### src/rtl/ctrl_fsm_pkg.sv
// ctrl_fsm_pkg: shared types and encodings for the multicycle main control FSM.
//   state_t  - 4-bit FSM state enum (FETCH..UNKNOWN)
//   OP_*     - instr[27:26] opcode classes
//   SRCA_*, SRCB_*, RES_* - datapath mux select encodings
//   ctrl_t   - bundle of control outputs produced by ctrl_fsm_outdec
//   retires  - true when the current state hands a finished instruction back to FETCH
package ctrl_fsm_pkg;

  typedef enum logic [3:0] {
    FETCH    = 4'd0,
    DECODE   = 4'd1,
    EXECUTER = 4'd2,
    EXECUTEI = 4'd3,
    ALUWB    = 4'd4,
    MEMADR   = 4'd5,
    MEMRD    = 4'd6,
    MEMWB    = 4'd7,
    MEMWR    = 4'd8,
    BRANCH   = 4'd9,
    UNKNOWN  = 4'd10
  } state_t;

  localparam logic [1:0] OP_DP    = 2'b00;
  localparam logic [1:0] OP_MEM   = 2'b01;
  localparam logic [1:0] OP_BR    = 2'b10;
  localparam logic [1:0] OP_UNDEF = 2'b11;

  localparam logic [1:0] SRCA_RN     = 2'b00;
  localparam logic [1:0] SRCA_PC     = 2'b01;
  localparam logic [1:0] SRCA_ALUOUT = 2'b10;

  localparam logic [1:0] SRCB_RM     = 2'b00;
  localparam logic [1:0] SRCB_EXTIMM = 2'b01;
  localparam logic [1:0] SRCB_FOUR   = 2'b10;

  localparam logic [1:0] RES_ALUOUT    = 2'b00;
  localparam logic [1:0] RES_DATA      = 2'b01;
  localparam logic [1:0] RES_ALURESULT = 2'b10;

  typedef struct packed {
    logic       irwrite;
    logic       adrsrc;
    logic [1:0] alusrca;
    logic [1:0] alusrcb;
    logic [1:0] resultsrc;
    logic       aluop;
    logic       pcs;
    logic       regw;
    logic       memw;
    logic       branch;
    logic       undef;
  } ctrl_t;

  // A store only completes once memory has accepted it; UNKNOWN never retires.
  function automatic logic retires(input state_t s, input logic memrdy);
    case (s)
      ALUWB, MEMWB, BRANCH: return 1'b1;
      MEMWR:                return memrdy;
      default:              return 1'b0;
    endcase
  endfunction

endpackage

### src/rtl/ctrl_fsm_outdec.sv
// ctrl_fsm_outdec: pure state -> control decode for ctrl_fsm.
// Ports:
//   state  in  state_t  current FSM state
//   active in  1        0 while reset is held; strobes forced 0, selects take FETCH values
//   memrdy in  1        memory handshake (gates IRWrite/PCS in FETCH)
//   ctrl   out ctrl_t   decoded selects and unconditioned strobes
module ctrl_fsm_outdec
  import ctrl_fsm_pkg::*;
(
  input  state_t state,
  input  logic   active,
  input  logic   memrdy,
  output ctrl_t  ctrl
);

  state_t st;

  always_comb begin
    // Holding reset presents the FETCH selects; FETCH's strobes are then
    // killed through the active gate, so nothing from an aborted state leaks.
    st   = active ? state : FETCH;
    ctrl = '0;
    case (st)
      FETCH: begin
        ctrl.alusrca   = SRCA_PC;
        ctrl.alusrcb   = SRCB_FOUR;
        ctrl.resultsrc = RES_ALURESULT;
        ctrl.irwrite   = memrdy & active;
        ctrl.pcs       = memrdy & active;
      end
      DECODE: begin
        ctrl.alusrca   = SRCA_PC;
        ctrl.alusrcb   = SRCB_FOUR;
        ctrl.resultsrc = RES_ALURESULT;
      end
      EXECUTER: begin
        ctrl.alusrca = SRCA_RN;
        ctrl.alusrcb = SRCB_RM;
        ctrl.aluop   = 1'b1;
      end
      EXECUTEI: begin
        ctrl.alusrca = SRCA_RN;
        ctrl.alusrcb = SRCB_EXTIMM;
        ctrl.aluop   = 1'b1;
      end
      ALUWB: begin
        ctrl.resultsrc = RES_ALUOUT;
        ctrl.regw      = 1'b1;
      end
      MEMADR: begin
        ctrl.alusrca = SRCA_RN;
        ctrl.alusrcb = SRCB_EXTIMM;
      end
      MEMRD: begin
        ctrl.adrsrc = 1'b1;
      end
      MEMWB: begin
        ctrl.resultsrc = RES_DATA;
        ctrl.regw      = 1'b1;
      end
      MEMWR: begin
        ctrl.adrsrc = 1'b1;
        ctrl.memw   = 1'b1;
      end
      BRANCH: begin
        ctrl.alusrca   = SRCA_ALUOUT;
        ctrl.alusrcb   = SRCB_EXTIMM;
        ctrl.resultsrc = RES_ALURESULT;
        ctrl.branch    = 1'b1;
      end
      UNKNOWN: begin
        ctrl.undef = 1'b1;
      end
      default: ctrl = '0;
    endcase
  end

endmodule

### src/rtl/ctrl_fsm.sv
// ctrl_fsm: multicycle main control FSM (fetch/decode/execute) feeding condlogic.
// Optional feature macro: CTRL_FSM_PERF_EN enables the CycleCnt/InstrCnt counters;
// without it the counter ports are tied to 0 and no counter flops exist.
// Ports:
//   clk, reset (sync, active-low)
//   Op[1:0], Funct[5:0]  instruction fields; MemRdy memory handshake
//   IRWrite, AdrSrc, ALUSrcA, ALUSrcB, ResultSrc, ALUOp  datapath controls
//   PCS, RegW, MemW, Branch  unconditioned strobes; Undef pulse on Op=11
//   CycleCnt, InstrCnt [PERF_W-1:0]  performance counters
module ctrl_fsm
  import ctrl_fsm_pkg::*;
#(
  parameter int PERF_W = 32
) (
  input  logic              clk,
  input  logic              reset,
  input  logic [1:0]        Op,
  input  logic [5:0]        Funct,
  input  logic              MemRdy,
  output logic              IRWrite,
  output logic              AdrSrc,
  output logic [1:0]        ALUSrcA,
  output logic [1:0]        ALUSrcB,
  output logic [1:0]        ResultSrc,
  output logic              ALUOp,
  output logic              PCS,
  output logic              RegW,
  output logic              MemW,
  output logic              Branch,
  output logic              Undef,
  output logic [PERF_W-1:0] CycleCnt,
  output logic [PERF_W-1:0] InstrCnt
);

  state_t state;
  ctrl_t  ctrl;
  logic   unused_funct;

  // Only I (bit 5) and L (bit 0) steer sequencing.
  assign unused_funct = ^Funct[4:1];

  always_ff @(posedge clk) begin
    if (!reset) begin
      state <= FETCH;
    end else begin
      case (state)
        FETCH:    if (MemRdy) state <= DECODE;
        DECODE: begin
          case (Op)
            OP_DP:   state <= Funct[5] ? EXECUTEI : EXECUTER;
            OP_MEM:  state <= MEMADR;
            OP_BR:   state <= BRANCH;
            default: state <= UNKNOWN;
          endcase
        end
        EXECUTER: state <= ALUWB;
        EXECUTEI: state <= ALUWB;
        ALUWB:    state <= FETCH;
        MEMADR:   state <= Funct[0] ? MEMRD : MEMWR;
        MEMRD:    if (MemRdy) state <= MEMWB;
        MEMWB:    state <= FETCH;
        MEMWR:    if (MemRdy) state <= FETCH;
        BRANCH:   state <= FETCH;
        UNKNOWN:  state <= FETCH;
        default:  state <= FETCH;  // unreachable encodings recover here
      endcase
    end
  end

  ctrl_fsm_outdec u_outdec (
    .state  (state),
    .active (reset),
    .memrdy (MemRdy),
    .ctrl   (ctrl)
  );

  assign IRWrite   = ctrl.irwrite;
  assign AdrSrc    = ctrl.adrsrc;
  assign ALUSrcA   = ctrl.alusrca;
  assign ALUSrcB   = ctrl.alusrcb;
  assign ResultSrc = ctrl.resultsrc;
  assign ALUOp     = ctrl.aluop;
  assign PCS       = ctrl.pcs;
  assign RegW      = ctrl.regw;
  assign MemW      = ctrl.memw;
  assign Branch    = ctrl.branch;
  assign Undef     = ctrl.undef;

`ifdef CTRL_FSM_PERF_EN
  logic [PERF_W-1:0] cycle_cnt;
  logic [PERF_W-1:0] instr_cnt;

  always_ff @(posedge clk) begin
    if (!reset) begin
      cycle_cnt <= '0;
      instr_cnt <= '0;
    end else begin
      cycle_cnt <= cycle_cnt + PERF_W'(1);
      if (retires(state, MemRdy)) instr_cnt <= instr_cnt + PERF_W'(1);
    end
  end

  assign CycleCnt = cycle_cnt;
  assign InstrCnt = instr_cnt;
`else
  assign CycleCnt = '0;
  assign InstrCnt = '0;
`endif

endmodule
### config.mk
export PLATFORM = sky130hd
export DESIGN_NAME = ctrl_fsm
export DESIGN_NICKNAME = d
export VERILOG_FILES = /design/src/rtl/ctrl_fsm_pkg.sv /design/src/rtl/ctrl_fsm_outdec.sv /design/src/rtl/ctrl_fsm.sv
export SDC_FILE = /design/constraint.sdc
export NUM_CORES = 1
export LEC_CHECK = 0
export CORE_MARGIN = 3
export CORE_UTILIZATION = 34
export CTS_BUF_LIST = sky130_fd_sc_hd__clkbuf_2 sky130_fd_sc_hd__clkbuf_4 sky130_fd_sc_hd__clkbuf_8
export CTS_CLUSTER_DIAMETER = 50
export DETAILED_ROUTE_END_ITERATION = 8
export PLACE_DENSITY = 0.88
export SYNTH_ARGS = -nofsm -noshare
export SYNTH_HDL_FRONTEND = slang
export SYNTH_SLANG_ARGS = --single-unit
### constraint.sdc
create_clock -name clk -period 3.3 [get_ports clk]
set_input_delay 0.33 -clock clk [delete_from_list [all_inputs] [get_ports clk]]
set_output_delay 0.33 -clock clk [all_outputs]
set_load 0.01 [all_outputs]
; Yosys cells after proc, flatten, opt, wreduce, memory -nomap -nowiden
; Index checks and enable logic that the tools add are counted.
[op_classes]
n_reduce_logical = 11
n_eq_ne = 21
bitwise_logic = 1
mux = 17
[op_table]
columns = cell, count
row1 = "equality test 4 x 3 -> 1 bit, second input constant", 6
row2 = case mux 4 bit (3 select lines), 2
row3 = case mux 4 bit (6 select lines), 1
row4 = two-way mux 4 bit, 5
row5 = "equality test 4 x 2 -> 1 bit, second input constant", 4
row6 = "equality test 4 bit, second input constant", 4
row7 = OR reduction 2 bit, 6
row8 = "equality test 4 x 1 -> 1 bit, second input constant", 2
row9 = zero test 4 bit, 2
row10 = two-way mux 1 bit, 8
row11 = "inequality test 2 bit, second input constant", 3
row12 = case mux 2 bit (2 select lines), 1
row13 = AND reduction 3 bit, 1
row14 = OR reduction 3 bit, 1
row15 = "equality test 2 x 1 -> 1 bit, second input constant", 1
row16 = "equality test 2 bit, second input constant", 1
row17 = zero test 2 bit, 1
row18 = bitwise AND 1 bit, 1
[totals]
input_bits = 11
wordCells = 51
output_inout_bits = 78
ff_bits = 4

; Logic depth before layout (Yosys ltp)
; Gate-level depths: netlist (run 1).
[logic_depth]
ltp_word = 4
depth_mapped = 5
depth_no_buf = 5

; Modules after synthesis
; From an unflattened synthesis (run 1), not the netlist that was laid out.
[hier_totals]
hier_cells = 126
area_unflattened_um2 = 983.4
[by_module_without_submodules]
columns = mod, area_per_inst_um2, instances, cells_each
row1 = ctrl_fsm, 773.2, 1, 97
row2 = ctrl_fsm_outdec, 210.2, 1, 29

; Worst setup path after synthesis (run 1)
; No wires, ideal clock.
[synth_timing]
kind = register to output
from = reg state[1]
to = out PCS
n_path_buf = 3
t_arrival_ns = 1.391
required_time_ns = 2.970
stages_incl_launch_ff = 5
path_slack_ns = 1.579
path_cell_list = dfxtp_1 clkbuf_1 buf_2 nor4_1 buf_4
[synth_via]
elab_chain_cells = 3
[synth_rtl]
columns = item, line_no
row1 = start: declaration, ctrl_fsm.sv:35  ; state_t state;
row2 = start signal: assignment, ctrl_fsm.sv:50  ; OP_DP: state <= Funct[5] ? EXECUTEI : EXECUTER;
row3 = start signal: assignment, ctrl_fsm.sv:59  ; MEMADR: state <= Funct[0] ? MEMRD : MEMWR;
row4 = two-way mux 4 bit, ctrl_fsm_outdec.sv:21  ; st = active ? state : FETCH;
row5 = zero test 4 bit, -
row6 = two-way mux 1 bit, -
row7 = end: declaration, ctrl_fsm.sv:26  ; output logic PCS,
; Every way passes these cells.

; Worst setup path in the final report (run 1)
[layout_timing]
from = in reset
to = out RegW
[layout_via]
elab_chain_cells = 4
word_cells_on_any_way = 5
cone_classes = eq/ne (2) / mux (2) / reduce/logical (1)
[layout_rtl]
columns = item, line_no
row1 = start: declaration, ctrl_fsm.sv:16  ; input logic reset,
row2 = two-way mux 4 bit *, ctrl_fsm_outdec.sv:21
row3 = equality test 4 x 3 -> 1 bit, ctrl_fsm_outdec.sv:23  ; case (st)
row4 = OR reduction 2 bit (no source line) *, -
row5 = two-way mux 1 bit *, ctrl_fsm_outdec.sv:23
row6 = end: declaration, ctrl_fsm.sv:27  ; output logic RegW,
; Every way passes the cells marked *; elsewhere a longest branch is shown, timed or not.

==> results of run 1 <==
layout make-up:
| class | instances | area [um2] | share of cell area [%] |
|---|---|---|---|
| clock buffer | 3 | 22.5 | 2.41 |
| timing repair buffer | 20 | 200 | 21.4 |
| inverter | 3 | 11.3 | 1.20 |
| tap | 30 | 37.5 | 4.02 |
| sequential | 4 | 80.1 | 8.57 |
| multi-input combinational | 118 | 583 | 62.4 |
cell families after synthesis:
logic type / count (synthesis) / synth area share [%]
AO/OA/AOI/OAI: 13 / 9.65
flip-flops: 4 / 8.24
AND/OR/NAND/NOR: 35 / 18.7
buffers and inverters: 76 / 56.1
XOR/XNOR: 2 / 1.80
adder cells (fa/ha/maj): 4 / 5.15
other: 1 / 0.386
layer usage:
| layer | wire, um | vias up | share of wire (%) | GRT usage, % |
|---|---|---|---|---|
| met2 | 799 | 46 | 51 | 13.3 |
| met3 | 199 | 2 | 13 | 0.871 |
| met5 | 0 | - | 0 | 0 |
| li1 | - | 332 | - | - |
| met1 | 551 | 296 | 35 | 8.82 |
| met4 | 30 | 0 | 1.9 | 6.80 |
synthesized netlist by cell type:
| library cell | n |
|---|---|
| buf_2 | 1 |
| nor2b_1 | 3 |
| inv_1 | 3 |
| buf_4 | 67 |
| nor2_1 | 6 |
| or2_1 | 1 |
| o31ai_1 | 1 |
| o21ai_1 | 1 |
| a211oi_2 | 1 |
| o21ai_0 | 2 |
| clkbuf_1 | 4 |
| buf_6 | 1 |
| nor3b_1 | 2 |
| ha_1 | 4 |
| nand2_1 | 9 |
| nor4_1 | 1 |
| a32oi_1 | 1 |
| a21oi_1 | 4 |
| nor3_1 | 4 |
| or4_1 | 3 |
| xor2_1 | 2 |
| o32a_1 | 1 |
| dfxtp_1 | 4 |
| o2111a_1 | 1 |
| nand2b_1 | 4 |
| nand3_1 | 1 |
| and2_1 | 1 |
| a31o_1 | 1 |
| conb_1 | 1 |
per-stage QoR:
step / instance area (um2) / hold slack [ps]
final: 935 / 691
after global routing: 935 / 759
after CTS: 935 / 691
after detailed placement: 912 / 685
after global placement: 912 / 664
after floorplan: 1210 / 488
worst paths after layout:
check / endpoint / cells after the start / slack (ps)
max reg2reg: state[0] / 3 / 1820
max: RegW / 5 / 810
min: state[1] / 2 / 690
min reg2reg: state[1] / 2 / 690
power by group:
group	switching [mW]	internal, mW
sequential	0.0191	0.0539
combinational	0.0676	0.0454
clock	0.0196	0.0407
total	0.106	0.140
layout by cell type (no fill, tap or decap):
| master | instances |
|---|---|
| a211oi_2 | 1 |
| a21oi_1 | 4 |
| a31o_1 | 1 |
| a32oi_1 | 1 |
| and2_1 | 1 |
| clkbuf_4 | 3 |
| clkdlybuf4s50_1 | 20 |
| conb_1 | 64 |
| dfxtp_1 | 4 |
| ha_1 | 4 |
| inv_1 | 3 |
| nand2_1 | 9 |
| nand2b_1 | 4 |
| nand3_1 | 1 |
| nor2_1 | 6 |
| nor2b_1 | 3 |
| nor3_1 | 4 |
| nor3b_1 | 2 |
| nor4_1 | 1 |
| o2111a_1 | 1 |
| o21ai_0 | 2 |
| o21ai_1 | 1 |
| o31ai_1 | 1 |
| o32a_1 | 1 |
| or2_1 | 1 |
| or4_1 | 3 |
| xor2_1 | 2 |
critical path: cells and delay by family:
kind	cells	cell delay [ps]
buffers and inverters	2	1200
and+or+nand+nor	3	640
==> impl_results.md, run 1 <==
- Leading area contributor after synthesis: buf_4
- Final wirelength: 1580 um
- Crit-path max FO: 8
- RSZ-0062 raised after global routing: no
- Grt total ovfl: 0
- Final Power: 246 uW
- Setup_tns: 0 ps
- Final setup fails: 0
- Layout cell share with drive strength beyond 1: 2.70%
- Drt wl/cell: 8.88 um
- Antenna cells: 0
- Post-detail-place hpwl: 1300 um
- Post-layout minimum cycle time: 2490 ps
- I/O Pins: 89
- H-Tree Depth: 1
- VDD IR max: 135 uV
- CP endpoint kind: output pin
- Clk sink count: 4
- Cell mode on critical path: clkdlybuf4s50_1
- Slowest CP cell: clkdlybuf4s50_1
- Die width: 59.5 um
- Slew headroom: 59.5%
- Placed cells: 175
- Root Buffer: clkbuf_4
- Crit path DAT: 2160 ps
- Largest register by flop count: state
- Die area: 3540 um2
- Lkg Pwr: 0.477 nW
- Largest stage delay, worst path: 630 ps
- Cells after synthesis: 135
- Reg clk slew, reported paths: 40 ps
- Initial antenna violation count: 0
- GRT Total Usage: 7.94%
- Fin. max-slew vios: 0
- Core Box Area: 2590 um2
- Worst EP required: 2970 ps
- Die height: 59.5 um
- Cell variety after synth: 29
- Setup crit start: reset
- Biggest regs: state: 4 flops
- # DRC: 0
- Min-delay src: state[2]
- 1st-iter DRT viols: 9
- Status: finished clean
- Flops & latches, synth: 4
- Gpl congestion: 0.827
- Port Buffer Count: 20
- Setup CP Type: in2out
- Drt first pass iters: 4
- Cell area after synthesis: 972 um2
- TritonCTS clock tree: built
- Max frequency: 401 MHz
- Nets: 165
- Yosys top cell area share: 51.7%
- Worst-path cell chain: clkdlybuf4s50_1 -> nand2b_1 -> or2_1 -> nor3_1 -> clkdlybuf4s50_1
- Post-Layout Cell Count: 178
- CTS buffer count: 3
- Worst min path class: reg2reg
- Mean Syn Cell Area: 7.20 um2
- Crit share post-route: 75.5%
- Max reg flops: 4
- Worst setup SP type: input port
- Worst Skew: 1.88 ps
- Main area contributors after synthesis: buf_4 52%, dfxtp_1 8.2%, ha_1 5.1%, nand2_1 3.5%, nand2b_1 2.6%
- Synthesis warning total: 0
- Global-route wire length before repair: 2170 um
- Initial core utilization: 37.5%
- Clk Latency, worst-skew pair: 230 ps
- Max cap viols: 0
- Post-route setup slack: 808 ps
- Largest net degree at the start of global routing: 21
- Post-DRT Antenna Nets: 0
- Dpl ws: 780 ps
- Hold buffers post-CTS: 0
- Vias in the first global route: 529
- Layout area overhead: -3.86%
- Utilization after layout: 36.1%
- Register area share after synthesis: 8.24%
- Row Count: 18
- Filler cell count: 282
- Post-CTS sizing: 0
- Launching point of the worst reg2reg path: state[1]
- Number of post-CTS setup repair buffers: 0
- Pwr Density: 263 nW/um2
- Via density: 3.80
- Final hold vios: 0
- Clock Path Buffers: 2
- Vias post-DR: 676
- Slew @ Worst Pin: 606 ps
(Power assumes the default switching activity.)
==> run 2: changes to the inputs <==
--- a/config.mk
+++ b/config.mk
@@ -6,11 +6,11 @@
 export NUM_CORES = 1
 export LEC_CHECK = 0
 export CORE_MARGIN = 3
-export CORE_UTILIZATION = 34
+export CORE_UTILIZATION = 29
 export CTS_BUF_LIST = sky130_fd_sc_hd__clkbuf_2 sky130_fd_sc_hd__clkbuf_4 sky130_fd_sc_hd__clkbuf_8
 export CTS_CLUSTER_DIAMETER = 50
 export DETAILED_ROUTE_END_ITERATION = 8
-export PLACE_DENSITY = 0.88
+export PLACE_DENSITY = 0.8
 export SYNTH_ARGS = -nofsm -noshare
 export SYNTH_HDL_FRONTEND = slang
 export SYNTH_SLANG_ARGS = --single-unit
==> constraint.sdc (replaced) <==
create_clock -name clk -period 2.05 [get_ports clk]
set_input_delay 0.205 -clock clk [delete_from_list [all_inputs] [get_ports clk]]
set_output_delay 0.205 -clock clk [all_outputs]
set_load 0.01 [all_outputs]
==> run 2 against run 1 <==
Net effect:
- non-clock buffer count up 6
- utilization down 3.5 points
- clock skew up 1.3 ps
- critical path depth unchanged
- hold slack worse by 140 ps
- flip-flop and latch count unchanged
- clock power up 66%
- routed wire length up 8.3%
- sequential share of layout area down 0.34 points
==> impl_results.md, run 2 (same netlist as run 1, synthesis figures left out) <==
- Die width: 63.9 um
- Post-layout minimum cycle time: 1920 ps
- Worst setup SP type: input port
- Crit share post-route: 93.9%
- Utilization after layout: 32.6%
- Grt met1 use: 7.92%
- H-Tree Depth: 1
- Grt total ovfl: 0
- Initial antenna violation count: 0
- TritonCTS clock tree: built
- Clk Latency, worst-skew pair: 240 ps
- M3 GR Usage: 0.703%
- GRT busiest layer: met2
- Lkg Pwr: 0.565 nW
- GRT Total Usage: 7.24%
- Port Buffer Count: 20
- Layout cell share with drive strength beyond 1: 9.74%
- Setup CP Type: in2out
- Core Box Area: 3130 um2
- Post-detail-place hpwl: 1370 um
- Largest register by flop count: state
- Commonest non-fill, non-tap cell in the layout: conb_1
- Most frequent cells in the layout: 64 x conb_1, 16 x clkdlybuf4s50_1, 9 x nand2_1, 6 x nor2_1, 6 x buf_4
- Vias in the first global route: 562
- Final setup fails: 0
- Setup crit start: reset
- Placed cells: 195
- Crit-path max FO: 4
- Die height: 63.9 um
- Final hold vios: 0
- Min-delay src: state[2]
- Root Buffer: clkbuf_4
- I/O Pins: 89
- Layout area overhead: 4.76%
- Multi-input gate area: 594 um2
- Row Count: 20
- Global-route wire length before repair: 2370 um
- Max cap viols: 0
- Final Power: 415 uW
- Crit path DAT: 1720 ps
- VDD IR max: 129 uV
- Reg clk slew, reported paths: 40 ps
- Drt first pass iters: 4
- Worst Skew: 3.14 ps
- CP endpoint kind: output pin
- Launching point of the worst reg2reg path: state[3]
- Antenna cells: 0
- Register Area: 83.8 um2
- Biggest regs: state: 4 flops
- Filler cell count: 367
- Post-Layout Cell Count: 198
- 1st-iter DRT viols: 23
- Vias post-DR: 719
- Post-DRT Antenna Nets: 0
- Die area: 4080 um2
- Drt wl/cell: 8.64 um
- Worst EP required: 1850 ps
- GR Layer Usage met2: 12.6%
- Fin. max-slew vios: 0
- Initial core utilization: 31.1%
- Worst min path class: reg2reg
- Clk sink count: 4
- CTS buffer count: 3
- Setup_tns: 0 ps
- Via density: 3.63
- Clock Path Buffers: 2
- Nets: 171
- RSZ-0062 raised after global routing: no
- Gpl congestion: 0.746
- Number of post-CTS setup repair buffers: 0
- Dpl ws: -64.1 ps
- Largest net degree at the start of global routing: 21
- Max reg flops: 4
- # DRC: 0
- Pwr Density: 408 nW/um2
- Status: finished clean
- Hold buffers post-CTS: 0
- Max frequency: 520 MHz
- Final wirelength: 1710 um
- Post-route setup slack: 126 ps
run 2: cell count changes in the layout (fill, tap and decap cells not counted), sizes merged:
cell / previous run / this run
buf: 0 / 6
clkdlybuf4s50: 20 / 16
dlygate4sd2: 0 / 1
dlymetal6s2s: 0 / 3
run 2: per-stage QoR:
step                      hold WS (ps)  instance area [um2]
final                              549                 1020
after global routing               572                 1020
after CTS                          544                 1000
after detailed placement           614                  975
after global placement             603                  975
after floorplan                    363                 1210
run 2: final timing paths:
kind / end / slack (ps) / depth (start not counted)
worst max-delay path: ResultSrc[0] / 130 / 5
worst min-delay path: state[1] / 550 / 2
worst max register to register: state[0] / 650 / 4
worst min register to register: state[1] / 550 / 2
run 2: final cells by class:
type                            instances  area share [%]
Clock buffer                            3            2.21
Sequential cell                         4            8.23
Inverter                                3            1.11
Tap cell                               44            5.41
Multi-Input combinational cell        118            58.4
Timing Repair Buffer                   26            24.7
run 2: worst max-delay path: stages:
cell,delay [ps]
clkdlybuf4s50_1,550
nand2b_1,90
or2_1,220
nor2_1,110
clkdlybuf4s50_1,540
run 2: report_power, final:
| part | switching (mW) | total (mW) | internal (mW) |
|---|---|---|---|
| sequential | 0.0263 | 0.115 | 0.0883 |
| combinational | 0.118 | 0.200 | 0.0820 |
| clock | 0.0348 | 0.100 | 0.0657 |
run 2: layer usage:
layer	up-vias	part of all wire, %	wire length (um)
met1	318	40	684
li1	343	-	-
met4	0	2.2	38
met3	4	11	193
met2	54	46	794
met5	-	0	0
run 2: timing repair:
item | CTS | global route
pin swaps | 0 | 0
gates resized for setup | 4 | 5
endpoints found under the setup margin | 5 | 5
